File: src/rtl/fft_pkg.sv
// Shared widths, FSM encodings, complex word type and index helpers for fft_seq.
package fft_pkg;

  localparam int SAMPLE_W = 16;
  localparam int DATA_W   = 32;
  localparam int IDX_W    = 10;

  localparam logic [4:0] ST_LOAD  = 5'b00001;
  localparam logic [4:0] ST_START = 5'b00010;
  localparam logic [4:0] ST_RUN   = 5'b00100;
  localparam logic [4:0] ST_ACK   = 5'b01000;
  localparam logic [4:0] ST_DRAIN = 5'b10000;

  typedef struct packed {
    logic [DATA_W-1:0] re;
    logic [DATA_W-1:0] im;
  } cplx_t;

  // Reverse the low m bits of n; bits above m come back zero.
  function automatic logic [IDX_W-1:0] bitrev(input logic [IDX_W-1:0] n, input int unsigned m);
    logic [IDX_W-1:0] rev;
    rev = {<<{n}};
    return rev >> (IDX_W - m);
  endfunction

  function automatic logic [DATA_W-1:0] sext(input logic [SAMPLE_W-1:0] s);
    return {{(DATA_W-SAMPLE_W){s[SAMPLE_W-1]}}, s};
  endfunction

endpackage

File: src/rtl/fft_seq_ram.sv
// N-entry complex sample RAM: two synchronous write ports, combinational read ports
// for the engine operands plus one for the result stream. Contents are never reset.
module fft_seq_ram
  import fft_pkg::*;
#(
  parameter int N  = 8,
  parameter int AW = $clog2(N)
) (
  input  logic          Clk,
  input  logic          i_we_a,
  input  logic [AW-1:0] i_waddr_a,
  input  cplx_t         i_wdata_a,
  input  logic          i_we_b,
  input  logic [AW-1:0] i_waddr_b,
  input  cplx_t         i_wdata_b,
  input  logic [AW-1:0] i_raddr_a,
  input  logic [AW-1:0] i_raddr_b,
  input  logic [AW-1:0] i_raddr_c,
  output cplx_t         o_rdata_a,
  output cplx_t         o_rdata_b,
  output cplx_t         o_rdata_c
);

  cplx_t r_mem [N];

  // Port A is written last so it wins on an address collision.
  always_ff @(posedge Clk) begin
    if (i_we_b) r_mem[i_waddr_b] <= i_wdata_b;
    if (i_we_a) r_mem[i_waddr_a] <= i_wdata_a;
  end

  assign o_rdata_a = r_mem[i_raddr_a];
  assign o_rdata_b = r_mem[i_raddr_b];
  assign o_rdata_c = r_mem[i_raddr_c];

endmodule

File: src/rtl/fft_seq.sv
// fft_seq: loads one N-point frame, hands the RAM to an external FFT1024 butterfly engine,
// then streams the bins out. Define FFT_SEQ_SCALE_EN to halve every butterfly write-back.
//
// state | meaning
// LOAD  | accept N samples, store at bit-reversed addresses
// START | one-cycle start pulse to the engine
// RUN   | engine drives indices; butterflies written back while Proc
// ACK   | one-cycle ack pulse after Done
// DRAIN | present mem[r] with out_valid, advance r per handshake
module fft_seq
  import fft_pkg::*;
#(
  parameter int N = 8,
  parameter int M = 3
) (
  input  logic                     Clk,
  input  logic                     Reset_n,
  input  logic                     in_valid,
  output logic                     in_ready,
  input  logic signed [SAMPLE_W-1:0] in_re,
  input  logic signed [SAMPLE_W-1:0] in_im,
  output logic                     out_valid,
  input  logic                     out_ready,
  output logic signed [DATA_W-1:0] out_re,
  output logic signed [DATA_W-1:0] out_im,
  output logic [IDX_W-1:0]         out_index,
  output logic                     fft_start,
  output logic                     fft_ack,
  input  logic [3:0]               fft_state,
  input  logic [IDX_W-1:0]         fft_i_top,
  input  logic [IDX_W-1:0]         fft_i_bot,
  output logic signed [DATA_W-1:0] fft_x_top_re,
  output logic signed [DATA_W-1:0] fft_x_top_im,
  output logic signed [DATA_W-1:0] fft_x_bot_re,
  output logic signed [DATA_W-1:0] fft_x_bot_im,
  input  logic signed [DATA_W-1:0] fft_y_top_re,
  input  logic signed [DATA_W-1:0] fft_y_top_im,
  input  logic signed [DATA_W-1:0] fft_y_bot_re,
  input  logic signed [DATA_W-1:0] fft_y_bot_im,
  output logic                     busy
);

  localparam logic [M-1:0] LAST_IDX = M'(N - 1);

  logic [4:0]       r_state;
  logic [4:0]       w_state_nxt;
  logic [M-1:0]     r_wr_cnt;
  logic [M-1:0]     r_rd_idx;
  logic             w_in_load;
  logic             w_in_run;
  logic             w_in_drain;
  logic             w_in_hs;
  logic             w_out_hs;
  logic             w_proc_wr;
  logic [IDX_W-1:0] w_load_idx;
  logic [M-1:0]     w_waddr_a;
  cplx_t            w_wdata_a;
  cplx_t            w_wdata_b;
  cplx_t            w_rd_top;
  cplx_t            w_rd_bot;
  cplx_t            w_rd_out;
  logic             w_unused;

  function automatic logic [DATA_W-1:0] wb_scale(input logic [DATA_W-1:0] y);
`ifdef FFT_SEQ_SCALE_EN
    return $signed(y) >>> 1;
`else
    return y;
`endif
  endfunction

  assign w_in_load  = (r_state == ST_LOAD);
  assign w_in_run   = (r_state == ST_RUN);
  assign w_in_drain = (r_state == ST_DRAIN);
  assign w_in_hs    = w_in_load & in_valid;
  assign w_out_hs   = w_in_drain & out_ready;
  // Proc and Done are one-hot from the engine; Done always suppresses the write.
  assign w_proc_wr  = w_in_run & fft_state[1] & ~fft_state[0];

  always_comb begin
    w_state_nxt = r_state;
    case (r_state)
      ST_LOAD:  if (w_in_hs && r_wr_cnt == LAST_IDX) w_state_nxt = ST_START;
      ST_START: w_state_nxt = ST_RUN;
      ST_RUN:   if (fft_state[0]) w_state_nxt = ST_ACK;
      ST_ACK:   w_state_nxt = ST_DRAIN;
      ST_DRAIN: if (w_out_hs && r_rd_idx == LAST_IDX) w_state_nxt = ST_LOAD;
      default:  w_state_nxt = ST_LOAD;
    endcase
  end

  always_ff @(posedge Clk or negedge Reset_n) begin
    if (!Reset_n) begin
      r_state  <= ST_LOAD;
      r_wr_cnt <= '0;
      r_rd_idx <= '0;
    end else begin
      r_state <= w_state_nxt;
      if (w_in_hs) r_wr_cnt <= (r_wr_cnt == LAST_IDX) ? '0 : r_wr_cnt + M'(1);
      if (w_out_hs) r_rd_idx <= (r_rd_idx == LAST_IDX) ? '0 : r_rd_idx + M'(1);
    end
  end

  assign w_load_idx = bitrev(IDX_W'(r_wr_cnt), M);
  assign w_waddr_a  = w_in_load ? w_load_idx[M-1:0] : fft_i_top[M-1:0];

  always_comb begin
    w_wdata_a.re = wb_scale(fft_y_top_re);
    w_wdata_a.im = wb_scale(fft_y_top_im);
    w_wdata_b.re = wb_scale(fft_y_bot_re);
    w_wdata_b.im = wb_scale(fft_y_bot_im);
    if (w_in_load) begin
      w_wdata_a.re = sext(in_re);
      w_wdata_a.im = sext(in_im);
    end
  end

  fft_seq_ram #(.N(N), .AW(M)) u_ram (
    .Clk       (Clk),
    .i_we_a    (w_in_hs | w_proc_wr),
    .i_waddr_a (w_waddr_a),
    .i_wdata_a (w_wdata_a),
    .i_we_b    (w_proc_wr),
    .i_waddr_b (fft_i_bot[M-1:0]),
    .i_wdata_b (w_wdata_b),
    .i_raddr_a (fft_i_top[M-1:0]),
    .i_raddr_b (fft_i_bot[M-1:0]),
    .i_raddr_c (r_rd_idx),
    .o_rdata_a (w_rd_top),
    .o_rdata_b (w_rd_bot),
    .o_rdata_c (w_rd_out)
  );

  assign in_ready     = w_in_load;
  assign busy         = ~w_in_load;
  assign fft_start    = (r_state == ST_START);
  assign fft_ack      = (r_state == ST_ACK);
  assign out_valid    = w_in_drain;
  assign out_re       = w_rd_out.re;
  assign out_im       = w_rd_out.im;
  assign out_index    = IDX_W'(r_rd_idx);
  assign fft_x_top_re = w_rd_top.re;
  assign fft_x_top_im = w_rd_top.im;
  assign fft_x_bot_re = w_rd_bot.re;
  assign fft_x_bot_im = w_rd_bot.im;

  // Engine index bits above the frame size and Init/Load flags carry no meaning here.
  assign w_unused = ^{fft_state[3:2], fft_i_top[IDX_W-1:M], fft_i_bot[IDX_W-1:M],
                      w_load_idx[IDX_W-1:M]};

endmodule
File: config.mk
export PLATFORM = sky130hd
export DESIGN_NAME = fft_seq
export DESIGN_NICKNAME = d
export VERILOG_FILES = /design/src/rtl/fft_pkg.sv /design/src/rtl/fft_seq_ram.sv /design/src/rtl/fft_seq.sv
export SDC_FILE = /design/constraint.sdc
export NUM_CORES = 1
export LEC_CHECK = 0
export CELL_PAD_IN_SITES_DETAIL_PLACEMENT = 1
export CELL_PAD_IN_SITES_GLOBAL_PLACEMENT = 2
export CORE_MARGIN = 10
export CORE_UTILIZATION = 39
export CTS_CLUSTER_DIAMETER = 120
export CTS_CLUSTER_SIZE = 10
export DETAILED_ROUTE_END_ITERATION = 16
export PLACE_DENSITY = 0.85
export SYNTH_ARGS = -nofsm -noshare
export SYNTH_HDL_FRONTEND = slang
export SYNTH_SLANG_ARGS = --single-unit
File: constraint.sdc
create_clock -name Clk -period 10.6 [get_ports Clk]
set_clock_uncertainty 0.15 [all_clocks]
set_input_delay 1.59 -clock Clk [delete_from_list [all_inputs] [get_ports Clk]]
set_output_delay 1.59 -clock Clk [all_outputs]
set_load 0.005 [all_outputs]
==> run summary <==
Clock tree synthesis selected as its root buffer the cell clkbuf_16. For this design the ratio of total power to cell area is 173 nW/um^2. The final clock period utilization by the worst path came out at 69.7%.

The number of buffers and inverters on the critical path is 4. The synthesized instance count was 2970. The number of hold buffers added after CTS was 0. The run finished with clean final reports.

Counting buffers and inverters, the worst setup path is 7 cells deep. Power comes to 7.21 mW. The achievable clock frequency came out at 135 MHz.

The arrival time at the worst endpoint was 5.65 ns; the area of the die was 104000 sq um. The critical path starts at fft_i_bot[2]. Dividing the detail-routed wire length by the instance count gives 42.0 um. The slowest stage of the critical path belongs to the cell buf_4. The remaining max-slew budget at the tightest pin is 9.55%, and the total number of placement rows is 111. In the layout the commonest cells are edfxtp_1 (512), clkdlybuf4s50_1 (365), mux4_2 (278).

The count of cells in the finished layout, fillers not included, comes to 4257. After the first detailed-routing iteration, the DRC count stood at 5549. For the critical path data required time, the log shows 8.86 ns.

The tools report the core region area as 91400 sq um. Port buffering added 371 buffers. Endpoint of the worst register-to-register path: u_ram.r_mem[4][59]. Of all nets on the critical path, the largest fanout is 73. The clock insertion delay at the later pin of the skew report was 0.65 ns. The number of warnings printed during yosys synthesis is 0, and the flip-flop and latch count after synthesis is 523. In this run the worst setup path terminates at fft_x_bot_re[22]. The detailed router placed 32500 vias in this run.

Layout overhead on the synthesized area: 16.2%. The run gives 104000 um as the post-DP HPWL. The path class of the lowest-slack min-delay path is reg -> reg. Largest net degree at the start of global routing: 87.

In this run the critical register-to-register path is launched from r_state[1]. The number of clock buffers added by TritonCTS is 58. Walking the worst path, the cells encountered are buf_6, buf_4, nor2b_4, buf_4, a221oi_1, o21ai_0, clkdlybuf4s50_1.

The quantity of gates resized following cts was 0; the number of maximum-capacitance constraint violations was 0. The worst voltage drop across the vdd grid came out at 0.132 mV. In this design, the stage delay of the slowest critical-path cell is 0.63 ns. Among cell families on the critical path, the largest total delay comes from buffers and inverters. The average size of a mapped cell is 12.0 sq um. Detailed-route DRC error count: 0. The run gives 34000 as the via count of the first global-routing pass. After routing, the total negative slack on setup checks comes to 0 ns. The most common cell after layout, fill and taps aside was edfxtp_1. The remaining antenna violation count after routing is 0.

The per-cell via count in the routed design was 7.65; the routability congestion estimate was 0.879. The reg-to-reg setup timing slack was 6.09 ns; the TritonCTS sink count was 523. The die is 323 um tall. Among all flip-flop cells after synthesis, the most frequent one is edfxtp_1.

Global routing used 33.0% of the available tracks across all layers. The run gives 3 as the maximum clock path buffer count. The proportion of layout cells with a drive suffix above 1 is 29.5%, and the sequential element share of the synthesized area is 43.8%. Wires add up to 179000 um. The count of cells along the worst register-to-register path was 5; the actual transition at the worst max-transition pin was 1.35 ns.

Before antenna repair, the detailed router went through 6 iterations. After synthesis the cells add up to 35800 sq um. STA classifies the critical path endpoint as a primary output. The final critical path time including I/O delays and setup is 7.39 ns, and the cell total after placement is 4146.

The clock transition at the registers of the reported paths works out to 0.06 ns. For this run, asynchronously set or reset flops after synthesis account for 2.10%. The cell repeated most along the worst path was buf_4. The net count reported at finish is 3212, and the initial standard-cell utilization of the core is 39.1%.

In this run the post-CTS setup repair buffer count came out at 0. The kind of launch point of the worst setup path was a primary input. 395 I/O pins were placed. The logs give 248000 um for the wire length of the first global-routing pass and 13.0 nW for the leakage power of the design.

Setup-violating endpoint count in the final report: 0. The level count of the clock H-tree is 2. The tools report the overflow left after global routing as 0. The critical path is of the in -> out type. The number of endpoints with negative hold slack in the final report was 0; the count of flip-flops with a built-in enable after synthesis was 512.

The run gives 45 as the number of antenna violations at the first check in global routing. Setup repair after global routing left no endpoint under its margin. The number of max-slew violations in the final report came out at 0. The netlist uses 64 different library cells. The x dimension of the die was 323 um. TritonCTS built the clock tree.
==> worst reg2reg max path, cell delays in order (launching register included) <==
cell and delay (ns):
dfrtp_1 0.52, nor4_2 0.88, nand3_4 0.71, and2_2 0.95, o21ai_4 0.20, buf_4 0.68
==> power by group <==
group / total (mW) / internal [mW] / switching, mW
Clock: 1.89 / 1.01 / 0.884
Sequential: 2.94 / 2.72 / 0.216
Combinational: 2.38 / 0.968 / 1.41
==> logic make-up (layout without fill, tap and decap cells) <==
logic type                 after synthesis  count (layout)  synth area share [%]
AOI/OAI and AO/OA                      794             794                  16.8
DFF                                    523             523                  43.8
adders and majority gates                4               4                 0.140
and+or+nand+nor                        638             638                  8.53
buffers and inverters                  497             565                  5.94
other                                    1              34                0.0105
muxes                                  513             513                  24.8
==> synth_stat cells (all sizes together), types with 10 or more instances <==
| cell | n | area share (%) |
|---|---|---|
| o22ai | 256 | 4.7 |
| inv | 35 | 0.37 |
| buf | 236 | 3.1 |
| nor2 | 225 | 2.4 |
| a22oi | 43 | 0.90 |
| edfxtp | 512 | 43 |
| a21oi | 167 | 2.3 |
| mux2i | 31 | 0.87 |
| clkbuf | 225 | 2.5 |
| nand3 | 12 | 0.17 |
| o21ai | 33 | 0.46 |
| o221a | 178 | 5.6 |
| mux2 | 204 | 6.4 |
| nand2 | 58 | 0.61 |
| o2bb2ai | 13 | 0.32 |
| mux4 | 278 | 18 |
| dfrtp | 10 | 0.70 |
| or2 | 11 | 0.19 |
| nor3 | 288 | 4.2 |
| a221oi | 68 | 1.7 |
| o221ai | 11 | 0.27 |
==> per-layer routing <==
layer	up-vias	part of all wire (%)	GRT usage (%)
met3	809	14	11.1
met5	-	0.17	0
met4	46	6.7	23.0
met1	16400	34	38.8
met2	3086	45	50.4
li1	12300	-	-
==> how the worst min path moves through the flow <==
stage,startpoint,end,slack [ns],depth (start not counted)
CTS,r_state[0],r_state[2],0.46,1
global route,r_state[0],r_state[2],0.50,1
global placement,r_state[0],r_state[2],0.43,1
detailed placement,r_state[0],r_state[2],0.43,1
floorplan,r_state[2],r_state[4],0.42,2
finish,r_state[0],r_state[2],0.48,1
==> sequential cells by signal (all words and copies together), names as in the netlist <==
name         count
u_ram.r_mem    512
r_state          5
r_rd_idx         3
r_wr_cnt         3
==> final cells by class <==
cell class | instances | area, sq um
clock buffer | 81 | 1560
timing repair buffer | 445 | 4290
fill | 9348 | 49800
multi-input combinational | 1956 | 18300
tap | 1186 | 1480
clock inverter | 3 | 37.5
antenna | 27 | 67.6
sequential | 523 | 15700
inverter | 36 | 135
==> per-stage QoR <==
stage          hold WS [ns]  util (%)  worst slack, ns  cell area [sq um]
3_5_place_dp          0.432      43.7             3.53              39900
3_3_place_gp          0.427      43.7             3.60              39900
6_report              0.475      45.5             3.21              41600
2_1_floorplan         0.419         -            0.846              35800
5_1_grt               0.496      45.5             3.36              41500
4_1_cts               0.463      45.4             3.53              41500
(Power assumes the default switching activity.)
